File: src/rtl/player_pkg.sv
// Shared types and constants for the player speed-boost logic.
// Holds the speed level type, the controller state enum, the highest level
// index and the level-to-speed table shared with the movement block.
package player_pkg;

    localparam int unsigned FRAMES_W        = 9;
    localparam int unsigned SPEED_W         = 8;
    localparam int unsigned MAX_SPEED_LEVEL = 2;

    typedef logic [1:0] speed_level_t;

    typedef enum logic [1:0] {
        IDLE_ST  = 2'd0,
        BASE_ST  = 2'd1,
        BOOST_ST = 2'd2
    } state_t;

    // Sub-pixels per frame, indexed by speed level: {160, 112, 64}
    localparam logic [2:0][SPEED_W-1:0] SPEED_TABLE = {8'd160, 8'd112, 8'd64};

    // Movement speed for a given level; out-of-range levels clamp to the top entry
    function automatic logic [SPEED_W-1:0] speed_of(input speed_level_t lvl);
        if (lvl > 2'd2) begin
            return SPEED_TABLE[2];
        end
        return SPEED_TABLE[lvl];
    endfunction

endpackage : player_pkg

File: src/rtl/player_speed_ctrl_if.sv
// Game-side bus to the speed controller.
// master: game/frame logic driving frame pulses and events, reading speed.
// slave : player_speed_ctrl.
//   startOfFrame   one-cycle pulse per frame
//   game_on        high while a round runs
//   powerup_pickup one-cycle pulse on speed powerup collection
//   player_hit     one-cycle pulse when the player is killed
//   speed_level    current level index (0..MAX_LEVEL)
//   frames_left    frames remaining at the current boost level
//   speed_warning  boost about to expire
interface player_speed_ctrl_if;
    import player_pkg::*;

    logic                startOfFrame;
    logic                game_on;
    logic                powerup_pickup;
    logic                player_hit;
    speed_level_t        speed_level;
    logic [FRAMES_W-1:0] frames_left;
    logic                speed_warning;

    modport master (
        output startOfFrame, game_on, powerup_pickup, player_hit,
        input  speed_level, frames_left, speed_warning
    );

    modport slave (
        input  startOfFrame, game_on, powerup_pickup, player_hit,
        output speed_level, frames_left, speed_warning
    );

endinterface : player_speed_ctrl_if

File: src/rtl/frame_timer.sv
// Loadable frame down-counter backing frames_left.
//   clk, resetN   clock, async active-low reset
//   clear         force count to 0 (highest priority)
//   load          load load_value
//   dec_on_sof    decrement on sof, saturating at 0
//   sof           frame pulse
//   count         registered count
//   count_next_c  value count takes at the next edge
//   zero_c        count == 0
module frame_timer
    import player_pkg::*;
(
    input  logic                clk,
    input  logic                resetN,
    input  logic                clear,
    input  logic                load,
    input  logic [FRAMES_W-1:0] load_value,
    input  logic                dec_on_sof,
    input  logic                sof,
    output logic [FRAMES_W-1:0] count,
    output logic [FRAMES_W-1:0] count_next_c,
    output logic                zero_c
);

    assign zero_c = (count == '0);

    // Next count: clear > load > saturating decrement
    always_comb begin
        count_next_c = count;
        if (clear) begin
            count_next_c = '0;
        end else if (load) begin
            count_next_c = load_value;
        end else if (dec_on_sof && sof && !zero_c) begin
            count_next_c = count - FRAMES_W'(1);
        end
    end

    always_ff @(posedge clk or negedge resetN) begin
        if (!resetN) begin
            count <= '0;
        end else begin
            count <= count_next_c;
        end
    end

endmodule : frame_timer

File: src/rtl/player_speed_ctrl.sv
// Player speed-boost controller: powerups raise the speed level for a fixed
// number of frames each; levels step down one at a time on expiry.
//   clk     system clock
//   resetN  async active-low reset
//   bus     player_speed_ctrl_if.slave (frame/event inputs, speed outputs)
// Optional feature macro: SPEED_WARN_EN enables the blinking expiry warning;
// without it speed_warning is tied low.
module player_speed_ctrl
    import player_pkg::*;
#(
    parameter int unsigned DURATION_FRAMES = 300,
    parameter int unsigned WARN_FRAMES     = 60,
    parameter int unsigned MAX_LEVEL       = MAX_SPEED_LEVEL
) (
    input  logic                clk,
    input  logic                resetN,
    player_speed_ctrl_if.slave  bus
);

    localparam logic [FRAMES_W-1:0] DURATION = FRAMES_W'(DURATION_FRAMES);
    localparam speed_level_t        MAX_LVL  = speed_level_t'(MAX_LEVEL);

    state_t              state, state_n;
    speed_level_t        level, level_n;
    logic                t_clear, t_load, t_dec;
    logic [FRAMES_W-1:0] frames, frames_next;
    logic                frames_zero;
    logic                expire;

    frame_timer u_timer (
        .clk          (clk),
        .resetN       (resetN),
        .clear        (t_clear),
        .load         (t_load),
        .load_value   (DURATION),
        .dec_on_sof   (t_dec),
        .sof          (bus.startOfFrame),
        .count        (frames),
        .count_next_c (frames_next),
        .zero_c       (frames_zero)
    );

    // Last frame of the current level (zero included as a guard)
    assign expire = bus.startOfFrame && (frames_zero || (frames == FRAMES_W'(1)));

    // State and level registers
    always_ff @(posedge clk or negedge resetN) begin
        if (!resetN) begin
            state <= IDLE_ST;
            level <= '0;
        end else begin
            state <= state_n;
            level <= level_n;
        end
    end

    // Next state, next level and timer controls; event priority is
    // game_on low > player_hit > pickup > startOfFrame
    always_comb begin
        state_n = state;
        level_n = level;
        t_clear = 1'b0;
        t_load  = 1'b0;
        t_dec   = 1'b0;

        if (!bus.game_on) begin
            state_n = IDLE_ST;
            level_n = '0;
            t_clear = 1'b1;
        end else begin
            unique case (state)
                IDLE_ST: begin
                    state_n = BASE_ST;
                    level_n = '0;
                    t_clear = 1'b1;
                end
                BASE_ST: begin
                    if (bus.player_hit) begin
                        level_n = '0;
                        t_clear = 1'b1;
                    end else if (bus.powerup_pickup) begin
                        state_n = BOOST_ST;
                        level_n = speed_level_t'(1);
                        t_load  = 1'b1;
                    end else begin
                        level_n = '0;
                        t_clear = 1'b1;
                    end
                end
                BOOST_ST: begin
                    if (bus.player_hit) begin
                        state_n = BASE_ST;
                        level_n = '0;
                        t_clear = 1'b1;
                    end else if (bus.powerup_pickup) begin
                        level_n = (level >= MAX_LVL) ? MAX_LVL : level + speed_level_t'(1);
                        t_load  = 1'b1;
                    end else if (expire) begin
                        if (level > speed_level_t'(1)) begin
                            level_n = level - speed_level_t'(1);
                            t_load  = 1'b1;
                        end else begin
                            state_n = BASE_ST;
                            level_n = '0;
                            t_clear = 1'b1;
                        end
                    end else begin
                        t_dec = 1'b1;
                    end
                end
                default: begin
                    state_n = IDLE_ST;
                    level_n = '0;
                    t_clear = 1'b1;
                end
            endcase
        end
    end

    assign bus.speed_level = level;
    assign bus.frames_left = frames;

`ifdef SPEED_WARN_EN
    localparam logic [FRAMES_W-1:0] WARN_LIM = FRAMES_W'(WARN_FRAMES);

    logic       warn_q;
    logic       win_q;
    logic [1:0] blink;
    logic       win_n;

    // Window is judged on next-cycle values so warning aligns with frames_left
    assign win_n = (state_n == BOOST_ST) && (frames_next <= WARN_LIM);

    // Starts at 1 on window entry, then toggles every 4th frame pulse
    always_ff @(posedge clk or negedge resetN) begin
        if (!resetN) begin
            warn_q <= 1'b0;
            win_q  <= 1'b0;
            blink  <= '0;
        end else if (!win_n) begin
            warn_q <= 1'b0;
            win_q  <= 1'b0;
            blink  <= '0;
        end else if (!win_q) begin
            warn_q <= 1'b1;
            win_q  <= 1'b1;
            blink  <= '0;
        end else if (bus.startOfFrame) begin
            if (blink == 2'd3) begin
                blink  <= '0;
                warn_q <= ~warn_q;
            end else begin
                blink <= blink + 2'd1;
            end
        end
    end

    assign bus.speed_warning = warn_q;
`else
    logic unused_warn_cfg;
    assign unused_warn_cfg   = ^{FRAMES_W'(WARN_FRAMES)};
    assign bus.speed_warning = 1'b0;
`endif

endmodule : player_speed_ctrl

File: src/flat_wrapper.sv
// flat-port wrapper written by rule: the top's interface ports become plain ports
module player_speed_ctrl_flat import player_pkg::*;
#(
    parameter int unsigned DURATION_FRAMES = 300,
    parameter int unsigned WARN_FRAMES     = 60,
    parameter int unsigned MAX_LEVEL       = MAX_SPEED_LEVEL
)
  (clk, resetN, bus_startOfFrame, bus_game_on, bus_powerup_pickup, bus_player_hit, bus_speed_level, bus_frames_left, bus_speed_warning);
  player_speed_ctrl_if bus_i ();
  input  logic clk;
  input  logic resetN;
  input wire logic [$bits(bus_i.startOfFrame)-1:0] bus_startOfFrame;
  input wire logic [$bits(bus_i.game_on)-1:0] bus_game_on;
  input wire logic [$bits(bus_i.powerup_pickup)-1:0] bus_powerup_pickup;
  input wire logic [$bits(bus_i.player_hit)-1:0] bus_player_hit;
  output wire logic [$bits(bus_i.speed_level)-1:0] bus_speed_level;
  output wire logic [$bits(bus_i.frames_left)-1:0] bus_frames_left;
  output wire logic [$bits(bus_i.speed_warning)-1:0] bus_speed_warning;
  assign bus_i.startOfFrame = bus_startOfFrame;
  assign bus_i.game_on = bus_game_on;
  assign bus_i.powerup_pickup = bus_powerup_pickup;
  assign bus_i.player_hit = bus_player_hit;
  assign bus_speed_level = bus_i.speed_level;
  assign bus_frames_left = bus_i.frames_left;
  assign bus_speed_warning = bus_i.speed_warning;
  player_speed_ctrl #(.DURATION_FRAMES(DURATION_FRAMES), .WARN_FRAMES(WARN_FRAMES), .MAX_LEVEL(MAX_LEVEL)) u_core (.clk(clk), .resetN(resetN), .bus(bus_i));
endmodule
File: config.mk
export PLATFORM = sky130hd
export DESIGN_NAME = player_speed_ctrl_flat
export DESIGN_NICKNAME = d
export VERILOG_FILES = /design/src/rtl/player_pkg.sv /design/src/rtl/player_speed_ctrl_if.sv /design/src/rtl/frame_timer.sv /design/src/rtl/player_speed_ctrl.sv /design/src/flat_wrapper.sv
export SDC_FILE = /design/constraint.sdc
export NUM_CORES = 1
export LEC_CHECK = 0
export BUFFER_PORTS_ARGS = -buffer_cell sky130_fd_sc_hd__buf_2
export CAP_MARGIN = 25
export CORE_UTILIZATION = 54
export DETAILED_ROUTE_END_ITERATION = 8
export GPL_TIMING_DRIVEN = 0
export PLACE_DENSITY = 0.82
export SYNTH_ARGS = -nofsm -noshare
export SYNTH_HDL_FRONTEND = slang
export SYNTH_SLANG_ARGS = --single-unit
File: constraint.sdc
create_clock -name clk -period 2.2 [get_ports clk]
set_clock_uncertainty 0.2 [all_clocks]
set_input_delay 0 -clock clk [delete_from_list [all_inputs] [get_ports clk]]
set_output_delay 0 -clock clk [all_outputs]
set_load 0.02 [all_outputs]
Yosys cells after proc, flatten, opt, wreduce, memory -nomap -nowiden
Index checks and enable logic that the tools add are counted.
{"block": "word_totals", "output_inout_bits": 12, "wordCells": 67, "inputBits": 6, "register_bits": 13}
{"block": "op_classes", "addsub": 3, "eq_ne": 9, "mux": 41, "n_lt_le_gt_ge": 2, "reduce_logical": 9}
{"operator": "two-way mux 2 bit", "count": 14}
{"operator": "two-way mux 9 bit", "count": 3}
{"operator": "two-way mux 1 bit", "count": 20}
{"operator": "== test 9 x 1 -> 1 bit, second input constant", "count": 1}
{"operator": "logical NOT 9 bit", "count": 1}
{"operator": "subtractor 9 x 1 -> 9 bit, second input constant", "count": 1}
{"operator": "!= test 4 bit, second input constant", "count": 2}
{"operator": "!= test 3 bit, second input constant", "count": 2}
{"operator": "case mux 2 bit (3 select lines)", "count": 1}
{"operator": "!= test 5 x 4 -> 1 bit, second input constant", "count": 1}
{"operator": "AND reduction 5 bit", "count": 1}
{"operator": "!= test 4 x 3 -> 1 bit, second input constant", "count": 1}
{"operator": "case mux 1 bit (2 select lines)", "count": 2}
{"operator": "case mux 2 bit (2 select lines)", "count": 1}
{"operator": "logical AND 1 bit", "count": 3}
{"operator": "nonzero test 3 bit", "count": 1}
{"operator": "adder 2 x 1 -> 2 bit, second input constant", "count": 1}
{"operator": "== test 2 x 1 -> 1 bit, second input constant", "count": 1}
{"operator": "== test 2 bit, second input constant", "count": 1}
{"operator": "greater-or-equal comparator 2 bit, second input constant", "count": 1}
{"operator": "greater-than comparator 2 x 1 -> 1 bit, second input constant", "count": 1}
{"operator": "logical NOT 2 bit", "count": 1}
{"operator": "subtractor 2 x 1 -> 2 bit, second input constant", "count": 1}
{"operator": "logical NOT 1 bit", "count": 1}
{"operator": "logical OR 1 bit", "count": 1}

Logic depth before layout (Yosys ltp)
{"block": "logic_depth", "depth_word": 13, "depth_mapped": 6, "mapped_depth_nobuf": 6}

By module
Synthesis repeated with hierarchy kept, for this count alone.
{"block": "unflattened", "cells_unflattened": 123, "area_unflattened_um2": 1087.3}
{"mod": "frame_timer", "area_per_inst_um2": 595.6, "instances": 1, "cells_each": 65}
{"mod": "player_speed_ctrl", "area_per_inst_um2": 491.7, "instances": 1, "cells_each": 58}

Worst setup path after synthesis
No wires, ideal clock.
{"block": "synth_timing", "path_type": "flip-flop to flip-flop", "startpoint": "register u_core.u_timer.count[0]", "endpoint": "register u_core.u_timer.count[6]", "path_buffers": 0, "required_ns": 1.922, "t_arrival_ns": 1.950, "stages_incl_launch_ff": 7, "setup_slack_ns": -0.027, "path_cell_list": "dfrtp_1 > inv_1 > ha_1 > o21bai_1 > nor3_1 > or4b_1 > a21oi_1"}
{"block": "synth_between", "elab_chain_len": 11}
{"element": "start: declaration", "line": "frame_timer.sv:20", "rtl": "output logic [FRAMES_W-1:0] count,"}
{"element": "start signal: assignment", "line": "frame_timer.sv:43", "rtl": "count <= count_next_c;"}
{"element": "== test 9 x 1 -> 1 bit or logical NOT 9 bit (tied branches)", "line": "player_speed_ctrl.sv:44, frame_timer.sv:25"}
{"element": "logical OR 1 bit", "line": "player_speed_ctrl.sv:44", "rtl": "assign expire = bus.startOfFrame && (frames_zero || (frames == FRAMES_W'(1)));"}
{"element": "logical AND 1 bit", "line": "player_speed_ctrl.sv:44"}
{"element": "two-way mux 1 bit", "line": "player_speed_ctrl.sv:98", "rtl": "end else if (expire) begin"}
{"element": "two-way mux 1 bit", "line": "player_speed_ctrl.sv:95", "rtl": "end else if (bus.powerup_pickup) begin"}
{"element": "two-way mux 1 bit", "line": "player_speed_ctrl.sv:91", "rtl": "if (bus.player_hit) begin"}
{"element": "two-way mux 1 bit", "line": "player_speed_ctrl.sv:71", "rtl": "unique case (state)"}
{"element": "two-way mux 1 bit", "line": "player_speed_ctrl.sv:66", "rtl": "if (!bus.game_on) begin"}
{"element": "logical AND 1 bit (2 in a row)", "line": "frame_timer.sv:34", "rtl": "end else if (dec_on_sof && sof && !zero_c) begin"}
{"element": "nonzero test 3 bit (no source line)"}
Several ways; a longest one is shown, not always the timed one. The select of a mux whose other input is x is not followed.
A chain may end at the register's enable or synchronous reset.

Final worst setup path
{"block": "layout_timing", "startpoint": "register u_core.state[0]", "endpoint": "register u_core.u_timer.count[8]"}
{"block": "layout_between", "elab_chain_len": 6}
{"element": "start: declaration", "line": "player_speed_ctrl.sv:23", "rtl": "state_t state, state_n;"}
{"element": "start signal: assignment", "line": "player_speed_ctrl.sv:52", "rtl": "state <= state_n;"}
{"element": "== test 2 bit", "line": "player_speed_ctrl.sv:71"}
{"element": "two-way mux 1 bit", "line": "player_speed_ctrl.sv:71"}
{"element": "two-way mux 1 bit", "line": "player_speed_ctrl.sv:66"}
{"element": "logical AND 1 bit (2 in a row)", "line": "frame_timer.sv:34"}
{"element": "nonzero test 3 bit (no source line)"}
Several ways; a longest one is shown, not always the timed one.

==> metrics.txt <==
status=completed; sequential fraction of the synthesis area=33.1%; Max Fclk=462 MHz; most frequent cells in the layout=16 x buf_2, 13 x dfrtp_1, 8 x inv_1; vias=975; H-Tree Level Count=1; Detailed Route WL=2500 µm; final non-filler cell area=1210 µm²; r2r worst-path depth=6; synth warn=0; Post-CTS Setup Inserts=0; nets=148; Vias/cell=6.09; clk buf depth=2; Final Hold Vio Count=0; synthesized area=982 µm²; Post-Layout Cell Count=160; GPL Wtd Cong=0.871; Post-DP HPWL=1710 µm; Reg-to-Reg End=u_core.u_timer.count[8]; Worst R2R Setup Slack=0.04 ns; Final Total Pwr=528 µW; Overflow after GRT=0; Power Dens Cells=435 nW/µm²; Max-Cap Viols=0; Critical Path, Cell by Cell=inv_1 -> ha_4 -> and4bb_4 -> nand2_1 -> or4_1 -> a31oi_1; Reg-to-Reg Start=u_core.state[0]; worst slew pin tran=0.635 ns; vias in the first global route=941; Ant. Diodes=0; commonest non-fill, non-tap cell in the layout=buf_2; Starting Density=57.5%; Internal Power=368 µW; Die H=44.7 µm; initial antenna violation count=0; remaining antenna violation count after routing=0; worst path arrival time=2.18 ns; proportion of layout cells with a drive suffix above 1=27.4%; largest net degree at the start of global routing=14; Worst Hold End=u_core.state[0]; min cycle time layout=2.16 ns; Async SR Flop Fraction=100%; Total GRT Usage=29.1%; # DRC=0; Pleak=0.503 nW; min-delay src=bus_powerup_pickup; Worst slew margin=57.5%; DRT iter0 DRCs=67; Yosys reg bits=13; syn_nets=122; CTS tree=yes; CP Launch Type=flip-flop; die span in x=44.7 µm; Net Sw Frac=30.3%; Post-Syn Instances=110; CP max stage cell=or4_1; Setup WS post-layout=0.0351 ns; Reg power frac=48.2%; worst path required time=2.21 ns; top-area cell type share of the netlist area=33.1%; port bufs=16; clock-pin slew on the worst setup and hold paths=0.08 ns; CTS root buffer=clkbuf_4; setup TNS=0 ns; post-DR wirelength/cell=15.7 µm; kind of critical path=flip-flop to flip-flop; post-synthesis cell type count=43; core footprint=1710 µm²; fin crit share=98.4%; area leader, netlist=dfrtp_1; First-pass DRT Iterations=6; io pins=18; dpl ws=-0.0125 ns; Max VDD drop=0.336 mV; clock sinks=13; Clk network pwr share=29.5%; Worst Hold Depth=5; crit-path max cell delay=0.53 ns; Die ar.=1990 µm²; fin. max-slew vios=0; CP Capture Type=flip-flop; Clk Latency, worst-skew pair=0.29 ns; # rows=15; placed cells=151; Switch Pwr=160 µW; synthesized area per cell=8.93 µm²; number of synthesized flops with an enable pin=0; worst min-delay path class=input pin to flip-flop; largest cells by area after synthesis=dfrtp_1 33%, ha_1 7.6%, nor3_1 4.1%; Placement Cell Area=1100 µm²; CTS Buf Count=3; first-pass GRT wire length=4100 µm; Fillers=133; synthesis-to-finish area growth=23.6%; Critical Path Fanout Max=8; Final Setup Violations=0; Logic pwr share=22.3%; Top FF cell, synth=dfrtp_1
## final cells by class
| type | instances | area (µm²) | share of cell area [%] |
|---|---|---|---|
| Clock buffer | 4 | 26.3 | 2.16 |
| Timing Repair Buffer | 21 | 130 | 10.7 |
| Sequential cell | 13 | 325 | 26.8 |
| Inverter | 9 | 33.8 | 2.78 |
| Buffer | 2 | 11.3 | 0.928 |
| Tap cell | 25 | 31.3 | 2.58 |
| Multi-Input combinational cell | 86 | 656 | 54.0 |
## state kept, by name, indices dropped and copies added, names as in the netlist
signal                  flops
u_core.state                2
u_core.bus.speed_level      2
u_core.u_timer.count        9
## cells by family after synthesis
logic type	share of synthesized area (%)
buffers and inverters	4.59
flip-flops	33.1
XOR/XNOR	1.78
AO/OA/AOI/OAI	23.2
adder cells (fa/ha/maj)	7.64
other	0.382
AND/OR/NAND/NOR	29.3
## metal layers
layer	part of all wire (%)	GRT usage, %	vias up	routed length [µm]
met1	40	33.6	456	1010
met5	0	0	-	0
met3	6.0	7.35	11	151
li1	-	-	459	-
met4	2.9	17.0	0	73
met2	51	48.5	49	1270
## worst max-delay path: cells and delay by family (launching register included)
family                   cells  cell delay [ns]
AND/OR/NAND/NOR              3             0.95
AO/OA/AOI/OAI                1             0.18
buffers and inverters        1             0.14
adder cells (fa/ha/maj)      1             0.20
flip-flops                   1             0.43
## synthesized netlist by cell type (3+ instances only)
| master | number |
|---|---|
| a31oi_1 | 4 |
| or3_1 | 4 |
| dfrtp_1 | 13 |
| a21oi_1 | 7 |
| nor3_1 | 8 |
| inv_1 | 9 |
| nand2_1 | 4 |
| nor2_1 | 6 |
| ha_1 | 6 |
| o21ai_0 | 7 |
| o31ai_1 | 3 |
## power groups by stage
stage	combinational [mW]	clock, mW	sequential [mW]
3_3_place_gp	0.0923	0	0.257
6_report	0.118	0.156	0.254
5_1_grt	0.127	0.172	0.255
3_5_place_dp	0.0965	0	0.258
4_1_cts	0.105	0.153	0.253
2_1_floorplan	0.0680	0	0.257
## through the flow
step,util (%),hold WS (ns)
after floorplan,-,-0.496
after global placement,64.2,-0.296
after detailed placement,64.2,-0.292
after CTS,68.9,0.0482
after global routing,71.1,0.0654
final,71.1,0.0456
## timing repair
| item | 4_1_cts | 5_1_grt |
|---|---|---|
| pin swaps | 0 | 2 |
| gates resized for setup | 2 | 8 |
| hold buffers | 5 | 0 |
| setup endpoints to repair | 2 | 6 |
| hold endpoints to repair | 19 | 0 |
## worst max path at each step
| stage | cells past startpoint | endpoint | slack (ns) | from |
|---|---|---|---|---|
| floorplan | 6 | u_core.u_timer.count[6] | 0.1 | u_core.u_timer.count[0] |
| detailed placement | 6 | u_core.u_timer.count[7] | -0.01 | u_core.state[0] |
| global placement | 6 | u_core.u_timer.count[8] | 0.05 | u_core.state[0] |
| CTS | 6 | u_core.u_timer.count[7] | 0.02 | u_core.state[0] |
| global route | 6 | u_core.u_timer.count[2] | -0.007 | u_core.state[0] |
| finish | 6 | u_core.u_timer.count[8] | 0.04 | u_core.state[0] |
Note: power is estimated with default switching activity, not from simulation.
